**src/rtl/slv_guard_rst_pkg.sv**
```systemverilog
// Shared types for the subordinate reset sequencer: state encoding and a width helper.
package slv_guard_rst_pkg;

    localparam logic [2:0] StIdle    = 3'd0;
    localparam logic [2:0] StIsolate = 3'd1;
    localparam logic [2:0] StAssert  = 3'd2;
    localparam logic [2:0] StSettle  = 3'd3;
    localparam logic [2:0] StDone    = 3'd4;
    localparam logic [2:0] StFatal   = 3'd5;

    typedef enum logic [2:0] {
        ST_IDLE    = StIdle,
        ST_ISOLATE = StIsolate,
        ST_ASSERT  = StAssert,
        ST_SETTLE  = StSettle,
        ST_DONE    = StDone,
        ST_FATAL   = StFatal
    } rst_state_e;

    function automatic int unsigned max_u(input int unsigned a, input int unsigned b);
        return (a > b) ? a : b;
    endfunction

endpackage

```
**src/rtl/slv_guard_rst_timer.sv**
```systemverilog
// Loadable down-counter with a zero flag; stops at zero. Shared by every timed phase of the sequencer.
module slv_guard_rst_timer #(
    parameter int unsigned Width = 8
) (
    input  logic             clk_i,
    input  logic             rst_i,
    input  logic             load_i,
    input  logic [Width-1:0] load_val_i,
    input  logic             dec_i,
    output logic             zero_o
);
    logic [Width-1:0] cnt_d, cnt_q;

    always_comb begin
        // NOTE: default assigned first so every path drives cnt_d and no latch is inferred.
        cnt_d = cnt_q;
        if (load_i) begin
            cnt_d = load_val_i;
        end else if (dec_i && (cnt_q != '0)) begin
            cnt_d = cnt_q - Width'(1);
        end
    end

    always_ff @(posedge clk_i) begin
        // NOTE: non-blocking assignments so every flop samples pre-edge values.
        if (rst_i) begin
            cnt_q <= '0;
        end else begin
            cnt_q <= cnt_d;
        end
    end

    assign zero_o = (cnt_q == '0);

endmodule

```
**src/rtl/slv_guard_rst_seq.sv**
```systemverilog
// Subordinate reset sequencer: isolate, hold reset, settle, report completion; escalates to sticky FATAL.
// Optional saturating total-recovery counter enabled by `SLV_GUARD_RST_CNT_EN.
module slv_guard_rst_seq
    import slv_guard_rst_pkg::*;
#(
    parameter int unsigned IsoCycles   = 8,
    parameter int unsigned TmrWidth    = 8,
    parameter int unsigned MaxRetries  = 3,
    parameter int unsigned QuietCycles = 256,
    parameter int unsigned CntWidth    = 8
) (
    input  logic                clk_i,
    input  logic                rst_i,
    input  logic                rst_req_i,
    input  logic [TmrWidth-1:0] hold_cycles_i,
    input  logic [TmrWidth-1:0] settle_cycles_i,
    input  logic                fatal_clr_i,
    output logic                isolate_o,
    output logic                sub_rst_no,
    output logic                rst_stat_o,
    output logic                busy_o,
    output logic                fatal_o,
    output logic [CntWidth-1:0] retry_cnt_o,
    output logic [CntWidth-1:0] rst_cnt_o
);
    // One counter serves every timed phase, so it is as wide as the largest load value.
    localparam int unsigned TimerW = max_u(TmrWidth, max_u($clog2(IsoCycles), $clog2(QuietCycles)));
    localparam logic [TimerW-1:0]   IsoLoad   = TimerW'(IsoCycles - 1);
    localparam logic [TimerW-1:0]   QuietLoad = TimerW'(QuietCycles - 1);
    localparam logic [TmrWidth-1:0] TmrOne    = TmrWidth'(1);
    localparam logic [CntWidth-1:0] CntOne    = CntWidth'(1);
    localparam logic [CntWidth-1:0] RetryMax  = CntWidth'(MaxRetries);

    rst_state_e          state_d, state_q;
    logic [CntWidth-1:0] retry_cnt_d, retry_cnt_q;
    logic [TmrWidth-1:0] settle_d, settle_q;
    logic                isolate_d, isolate_q;
    logic                sub_rst_n_d, sub_rst_n_q;
    logic                rst_stat_d, rst_stat_q;
    logic                busy_d, busy_q;
    logic                fatal_d, fatal_q;

    logic                tmr_load, tmr_dec, tmr_zero;
    logic [TimerW-1:0]   tmr_load_val;

    slv_guard_rst_timer #(.Width(TimerW)) u_timer (
        .clk_i      (clk_i),
        .rst_i      (rst_i),
        .load_i     (tmr_load),
        .load_val_i (tmr_load_val),
        .dec_i      (tmr_dec),
        .zero_o     (tmr_zero)
    );

    always_comb begin
        state_d      = state_q;
        retry_cnt_d  = retry_cnt_q;
        settle_d     = settle_q;
        tmr_load     = 1'b0;
        tmr_load_val = '0;
        tmr_dec      = 1'b0;
        unique case (state_q)
            ST_IDLE: begin
                if (rst_req_i) begin
                    if (retry_cnt_q >= RetryMax) begin
                        state_d = ST_FATAL;
                    end else begin
                        state_d      = ST_ISOLATE;
                        tmr_load     = 1'b1;
                        tmr_load_val = IsoLoad;
                    end
                end else if (tmr_zero) begin
                    // A full quiet window has elapsed: forgive earlier recoveries.
                    retry_cnt_d  = '0;
                    tmr_load     = 1'b1;
                    tmr_load_val = QuietLoad;
                end else begin
                    tmr_dec = 1'b1;
                end
            end
            ST_ISOLATE: begin
                if (tmr_zero) begin
                    state_d      = ST_ASSERT;
                    settle_d     = settle_cycles_i;
                    tmr_load     = 1'b1;
                    tmr_load_val = (hold_cycles_i == '0) ? '0 : TimerW'(hold_cycles_i - TmrOne);
                end else begin
                    tmr_dec = 1'b1;
                end
            end
            ST_ASSERT: begin
                if (tmr_zero) begin
                    if (settle_q == '0) begin
                        state_d = ST_DONE;
                    end else begin
                        state_d      = ST_SETTLE;
                        tmr_load     = 1'b1;
                        tmr_load_val = TimerW'(settle_q - TmrOne);
                    end
                end else begin
                    tmr_dec = 1'b1;
                end
            end
            ST_SETTLE: begin
                if (tmr_zero) begin
                    state_d = ST_DONE;
                end else begin
                    tmr_dec = 1'b1;
                end
            end
            ST_DONE: begin
                state_d      = ST_IDLE;
                tmr_load     = 1'b1;
                tmr_load_val = QuietLoad;
                if (retry_cnt_q != '1) begin
                    retry_cnt_d = retry_cnt_q + CntOne;
                end
            end
            ST_FATAL: begin
                if (fatal_clr_i) begin
                    state_d      = ST_IDLE;
                    retry_cnt_d  = '0;
                    tmr_load     = 1'b1;
                    tmr_load_val = QuietLoad;
                end
            end
            default: state_d = ST_IDLE;
        endcase
    end

    // Outputs are decoded from the next state so they land in flops aligned with state_q.
    always_comb begin
        isolate_d   = (state_d != ST_IDLE);
        sub_rst_n_d = !((state_d == ST_ASSERT) || (state_d == ST_FATAL));
        rst_stat_d  = (state_d == ST_DONE);
        busy_d      = (state_d != ST_IDLE);
        fatal_d     = (state_d == ST_FATAL);
    end

    always_ff @(posedge clk_i) begin
        if (rst_i) begin
            state_q     <= ST_IDLE;
            retry_cnt_q <= '0;
            settle_q    <= '0;
            isolate_q   <= 1'b0;
            sub_rst_n_q <= 1'b1;
            rst_stat_q  <= 1'b0;
            busy_q      <= 1'b0;
            fatal_q     <= 1'b0;
        end else begin
            state_q     <= state_d;
            retry_cnt_q <= retry_cnt_d;
            settle_q    <= settle_d;
            isolate_q   <= isolate_d;
            sub_rst_n_q <= sub_rst_n_d;
            rst_stat_q  <= rst_stat_d;
            busy_q      <= busy_d;
            fatal_q     <= fatal_d;
        end
    end

    assign isolate_o   = isolate_q;
    assign sub_rst_no  = sub_rst_n_q;
    assign rst_stat_o  = rst_stat_q;
    assign busy_o      = busy_q;
    assign fatal_o     = fatal_q;
    assign retry_cnt_o = retry_cnt_q;

`ifdef SLV_GUARD_RST_CNT_EN
    logic [CntWidth-1:0] rst_cnt_d, rst_cnt_q;

    always_comb begin
        rst_cnt_d = rst_cnt_q;
        if ((state_q == ST_DONE) && (rst_cnt_q != '1)) begin
            rst_cnt_d = rst_cnt_q + CntOne;
        end
    end

    always_ff @(posedge clk_i) begin
        if (rst_i) begin
            rst_cnt_q <= '0;
        end else begin
            rst_cnt_q <= rst_cnt_d;
        end
    end

    assign rst_cnt_o = rst_cnt_q;
`else
    assign rst_cnt_o = '0;
`endif

endmodule

```
**config.mk**
```make
export PLATFORM = sky130hd
export DESIGN_NAME = slv_guard_rst_seq
export DESIGN_NICKNAME = d
export VERILOG_FILES = /design/src/rtl/slv_guard_rst_pkg.sv /design/src/rtl/slv_guard_rst_timer.sv /design/src/rtl/slv_guard_rst_seq.sv
export SDC_FILE = /design/constraint.sdc
export NUM_CORES = 1
export LEC_CHECK = 0
export ABC_CLOCK_PERIOD_IN_PS = 2800
export BUFFER_PORTS_ARGS = -buffer_cell sky130_fd_sc_hd__buf_2
export CAP_MARGIN = 20
export CORE_MARGIN = 1.5
export CORE_UTILIZATION = 54
export DETAILED_ROUTE_END_ITERATION = 10
export PLACE_DENSITY = 0.87
export SYNTH_ARGS = -nofsm -noshare
export SYNTH_HDL_FRONTEND = slang
export SYNTH_SLANG_ARGS = --single-unit
```
**constraint.sdc**
```tcl
create_clock -name clk_i -period 2.8 [get_ports clk_i]
set_input_delay 0.56 -clock clk_i [delete_from_list [all_inputs] [get_ports clk_i]]
set_output_delay 0.56 -clock clk_i [all_outputs]
set_load 0.005 [all_outputs]
```
### After elaboration in Yosys (flattened, before gate mapping)

Cells that the tools add are included.
Widths: inputs -> output; s select.

* eq/ne operators: 13
* add/sub/neg operators: 4
* $lt $le $gt $ge: 1
* reduce and logical (&&, ||, !) cells: 14
* multiplexer cells: 34

Operators with widths (count)
* $mux 8: 13
* $pmux 8 s5: 1
* $logic_not 8->1: 3
* $mux 3: 8
* $pmux 8 s3: 1
* $sub 8x1->8 const B: 3
* $pmux 3 s5: 1
* $eq 3x3->1 const B: 4
* $eq 3x2->1 const B: 3
* $add 8x1->8 const B: 1
* $ge 8x2->1 const B: 1
* $mux 1: 8
* $ne 2x2->1 const B: 4
* $ne 8x8->1 const B: 1
* $reduce_bool 8->1: 1
* $reduce_bool 3->1: 2
* $pmux 1 s5: 1
* $reduce_and 5->1: 1
* $eq 3x1->1 const B: 1
* $logic_not 3->1: 1
* $reduce_or 3->1: 1
* $pmux 1 s2: 1
* $reduce_and 2->1: 1
* $reduce_bool 2->1: 1
* 3 further kinds: 3

* register bits after elaboration: 31

### Logic depth before layout (Yosys ltp)

* depth in word-level cells: 7
* gate-level depth with buffers: 10

### Modules after synthesis

From an unflattened synthesis, not the netlist that was laid out.

* cells, all modules: 263
* area, all modules: 2105.8 um^2

By module, submodules not included
* slv_guard_rst_seq: cells an instance 204, times used 1, sequential area each 460.4 um^2, area each 1590.3 um^2
* slv_guard_rst_timer: cells an instance 59, times used 1, sequential area each 160.2 um^2, area each 515.5 um^2

### Worst setup path after synthesis

OpenSTA, ideal clock, no wires.

* path type: input-to-reg
* from: in hold_cycles_i[4]
* to: reg u_timer.cnt_q[3]
* data required time: 2.667 ns
* setup slack: 0.668 ns
* library setup time: 0.133 ns
* stages: 7
* data arrival time: 1.999 ns
* path through: or4_1 -> nor4b_1 -> or2_1 -> buf_6 -> o22ai_1 -> a311oi_1 -> a211oi_2

* word-level cells in the longest chain between the ends: 5

Ends and longest elaborated chain
* start: declaration: line slv_guard_rst_seq.sv:15 `input logic [TmrWidth-1:0] hold_cycles_i,`
* $logic_not 8->1: line slv_guard_rst_seq.sv:86 `tmr_load_val = (hold_cycles_i == '0) ? '0 : TimerW'(hold_cycles_i - TmrOne);`
* $mux 8: line slv_guard_rst_seq.sv:86
* $mux 8: line slv_guard_rst_seq.sv:82 `if (tmr_zero) begin`
* $pmux 8 s5: line slv_guard_rst_seq.sv:62 `unique case (state_q)`
* $mux 8: line slv_guard_rst_timer.sv:17 `if (load_i) begin`
* end signal: assignment: line slv_guard_rst_timer.sv:29 `cnt_q <= cnt_d;`
* end: declaration: line slv_guard_rst_timer.sv:12 `logic [Width-1:0] cnt_d, cnt_q;`

No other way between the ends.
A chain may end at the register's enable or synchronous reset.

### Final worst setup path

* from: reg u_timer.cnt_q[0]
* to: reg u_timer.cnt_q[1]

* word-level cells in the longest chain between the ends: 6

Ends and longest elaborated chain
* branches (longest 6 deep; another with $sub 8x1->8)

Several ways; the timed one is not identified. The select of a mux whose other input is x is not followed.

==> impl.org <==
** Status
- The flow ran to the end, and the final reports show no timing, DRC or antenna violations.

** Global route
- The first global-routing pass estimated 7200 um of wire.
- Total global routing overflow :: 0
- Entering global routing, the biggest net connects 29 pins.
- The number of antenna violations at the first check in global routing was 0.
- Global Route Usage Sum :: 22.5%
- Vias in the first global route :: 1,620

** Timing
- For the final routed database, the setup TNS stands at 0 ns.
- Number of hold violations in the final report :: 0
- Max-slew violation total from the final report :: 0
- Actual transition at the worst max-transition pin :: 0.670 ns
- Clock skew on the completed layout was measured at 0.00763 ns.
- The routed design could run at a clock period as short as 2.25 ns.
- Max-slew headroom :: 55.1%
- Final setup fails :: 0
- In the finished design, the share of the clock period the worst path needs comes to 80.2%.
- Static timing analysis puts the maximum clock frequency at 445 MHz.
- RSZ-0062 raised after global routing :: false

** Worst hold path
- In this run the worst hold path is classified as reg -> reg.
- Beginning of the worst hold path :: retry_cnt_o[1]
- Cell depth of the worst hold path :: 2

** Logic synthesis
- Of all flip-flops after synthesis, the portion carrying an async set or reset was 0%.
- The Yosys step of the flow raised 0 warnings.
- Area of the mapped netlist :: 0.00202 mm^2
- Main synth FF type :: sky130_fd_sc_hd__dfxtp_1
- Sequential share of the synthesized area :: 30.7%
- Synth unique cells :: 51
- After synthesis, the largest area contributor takes up 30.7% of total cell area.
- Most frequent cells after synthesis :: sky130_fd_sc_hd__dfxtp_1 (31), sky130_fd_sc_hd__nor2_1 (29), sky130_fd_sc_hd__nand2_1 (16), sky130_fd_sc_hd__inv_1 (15)
- By instance count, the leading cell after synthesis is sky130_fd_sc_hd__dfxtp_1.
- Number of enable-type register cells in the synthesized netlist :: 0
- Synthesis handed over a netlist of 249 instances.
- Synth Area per Inst :: 8.11 um^2
- Number of flip-flops and latches in the synthesized netlist :: 31
- The synthesized design spends more area on one cell type than any other, namely sky130_fd_sc_hd__dfxtp_1.
- By area the synthesized netlist is led by sky130_fd_sc_hd__dfxtp_1 (31%), sky130_fd_sc_hd__nor2_1 (5.4%), sky130_fd_sc_hd__xnor2_1 (4.8%).

** CTS
- Maximum level of the CTS H-tree :: 2
- Number of buffers on the longest clock path :: 2
- The root buffer cell chosen for the clock tree is sky130_fd_sc_hd__clkbuf_8.
- After clock tree synthesis, the setup repair step added 0 buffers.
- Clock sink count :: 31
- Once the clock tree was built, the resizer swapped 0 gates to a different size.
- Number of buffers created by CTS :: 5
- Hold-fix buffers at CTS :: 0
- Clock-pin slew was measured on the worst setup and hold paths at 0.07 ns.
- At the later pin of the worst-skew pair, clock insertion delay measures 0.29 ns.
- TritonCTS built the clock tree.

** Critical path
- Data arrives at the worst endpoint at 2.44 ns.
- The startpoint identified for the worst register-to-register timing path is u_timer.cnt_q[0].
- The critical path ends at u_timer.cnt_q[1].
- Worst Path Max Fanout :: 8
- Setup crit start :: u_timer.cnt_q[0]
- Setup slack on the worst reg-to-reg path comes out at 0.55 ns.
- STA classifies the critical path startpoint as a register.
- Data required time at the worst endpoint :: 2.99 ns
- Reg-to-Reg End :: u_timer.cnt_q[1]
- The worst setup path is of the reg -> reg kind.
- R2R depth :: 8
- Kind of capture point of the worst setup path :: register

** Placed design
- Placed Area :: 0.00217 mm^2
- Half-perimeter wire length of the detailed placement result :: 3270 um
- In this run the tool buffered the top-level ports with 32 buffer cells.
- Number of cells after detailed placement :: 321
- Routability-driven placement finished with a final weighted congestion of 0.883.

** Floorplan
- 41 I/O pins were placed.
- After floorplanning, the core was divided into 22 placement rows.
- The initial utilization of the core area, before any placement, comes to 55.6%.
- From left edge to right edge, the die measures 64.2 um.
- The core region is 0.00363 mm^2.
- The floorplan step set the die height to 64.2 um.
- Die Footprint :: 0.00412 mm^2

** Finish
- Signed area change from the synthesized netlist to the final layout :: 11.5%
- Non-Filler Cell Area, Final :: 0.00225 mm^2
- The repair_antennas step left the layout with diodes totalling 0.
- Util after Layout :: 61.9%
- Share of post-route cells with drive strength above 1 :: 20.3%
- For this run, the post-layout net count is 306.
- After the flow finishes, the layout carries non-filler instances totaling 329.
- Filler cells :: 349

** Power
- Across the VDD grid, the largest voltage drop is 419 uV.
- Leakage dissipation :: 1.02 nW
- Power density of the placed cells :: 812 mW/mm^2

** Route
- Detail Route Antenna Nets :: 0
- In the routed layout, each cell is associated on average with a via count of 5.66.
- Count of routing violations after the opening detailed-route iteration :: 151
- Vias post-DR :: 1,863
- For this run, the detailed router's first-pass iteration total came to 4.
- In the final routed layout, each cell accounts on average for 13.2 um.
- For this run, design rule violations remaining after detail routing come to 0.
- Final routed wirelength across all metal layers :: 4340 um

** Job
- The tool flagged a number of max-cap violations equal to 0.
==> per-stage QoR <==
stage               setup WS (ns)  hold slack, ns  total power (W)
floorplan                   0.668           0.470          0.00131
global placement            0.429           0.472          0.00146
detailed placement          0.308           0.478          0.00149
CTS                         0.569           0.487          0.00183
global route                0.367           0.506          0.00196
finish                      0.554           0.489          0.00183
==> worst max-delay path, cell delays in order (launching register included) <==
cell,delay (ns)
sky130_fd_sc_hd__dfxtp_1,0.32
sky130_fd_sc_hd__inv_1,0.12
sky130_fd_sc_hd__ha_1,0.15
sky130_fd_sc_hd__nor3b_2,0.40
sky130_fd_sc_hd__nand4_2,0.23
sky130_fd_sc_hd__o211a_1,0.31
sky130_fd_sc_hd__and2_4,0.19
sky130_fd_sc_hd__and3_4,0.18
sky130_fd_sc_hd__a2111oi_2,0.26
==> state kept, by name, indices dropped and copies added (netlist names) <==
name and cells:
settle_q 8, rst_stat_o 1, busy_o 1, u_timer.cnt_q 8, retry_cnt_o 8, fatal_o 1, state_q 3, sub_rst_no 1
==> worst min path at each step <==
stage                                  end  slack [ns]
after floorplan           u_timer.cnt_q[7]        0.47
after global placement      retry_cnt_o[1]        0.47
after detailed placement    retry_cnt_o[1]        0.48
after CTS                   retry_cnt_o[1]        0.49
after global routing           settle_q[7]        0.51
final                       retry_cnt_o[1]        0.49
==> metal layers <==
| layer | global-route usage [%] | wire (um) |
|---|---|---|
| met4 | 12.8 | 102 |
| met5 | 0 | 0 |
| met3 | 5.28 | 238 |
| met2 | 35.0 | 2050 |
| met1 | 28.5 | 1950 |
==> cell type report <==
class | count | area, um^2 | area share, %
clock buffers | 5 | 68.8 | 3.06
repair buffers | 36 | 190 | 8.45
multi-input cells | 191 | 1240 | 55.1
flip-flops and latches | 31 | 621 | 27.6
well taps | 48 | 60.1 | 2.67
inverters | 15 | 56.3 | 2.50
clock inverters | 3 | 15.0 | 0.667
==> power by group <==
group / switching, W / internal (W) / leakage, nW
clock network: 0.000169 / 0.000170 / 0.0477
logic: 0.000480 / 0.000390 / 0.721
registers: 0.0000986 / 0.000522 / 0.252
total: 0.000747 / 0.00108 / 1.02
==> cells in the final DEF, fill, tap and decap left out, types with 2 or more instances in the layout <==
cell / n
sky130_fd_sc_hd__buf_2: 32
sky130_fd_sc_hd__dfxtp_1: 31
sky130_fd_sc_hd__nor2_1: 29
sky130_fd_sc_hd__nand2_1: 16
sky130_fd_sc_hd__inv_1: 15
sky130_fd_sc_hd__xnor2_1: 11
sky130_fd_sc_hd__a211oi_1: 11
sky130_fd_sc_hd__a21oi_1: 10
sky130_fd_sc_hd__o21ai_0: 9
sky130_fd_sc_hd__nand3_1: 8
sky130_fd_sc_hd__mux2i_1: 8
sky130_fd_sc_hd__conb_1: 8
sky130_fd_sc_hd__nor3_1: 7
sky130_fd_sc_hd__o22ai_1: 6
sky130_fd_sc_hd__ha_1: 6
sky130_fd_sc_hd__or3_1: 5
sky130_fd_sc_hd__xor2_1: 5
sky130_fd_sc_hd__clkbuf_8: 5
sky130_fd_sc_hd__nor3b_1: 4
sky130_fd_sc_hd__and3_1: 4
sky130_fd_sc_hd__buf_4: 4
sky130_fd_sc_hd__nor4_1: 3
sky130_fd_sc_hd__nor2b_1: 3
sky130_fd_sc_hd__a31oi_1: 3
sky130_fd_sc_hd__clkinv_2: 3
sky130_fd_sc_hd__nand4_2: 2
sky130_fd_sc_hd__nor4b_1: 2
sky130_fd_sc_hd__nand4_1: 2
sky130_fd_sc_hd__a21o_1: 2
sky130_fd_sc_hd__or2_1: 2
sky130_fd_sc_hd__and2_1: 2
sky130_fd_sc_hd__a311oi_1: 2
sky130_fd_sc_hd__a211oi_2: 2
sky130_fd_sc_hd__o21ai_1: 2
==> cell families (layout without fill, tap and decap cells) <==
group,after synthesis,in the layout,share of synthesized area [%]
buffers and inverters,34,59,9.17
AOI/OAI and AO/OA,54,54,18.3
other,1,8,0.186
xor gates and xnor gates,16,16,6.94
adders and majority gates,6,6,3.72
DFF,31,31,30.7
muxes,8,8,3.97
and+or+nand+nor,99,99,27.0
Power figures use the tool's default switching activity.
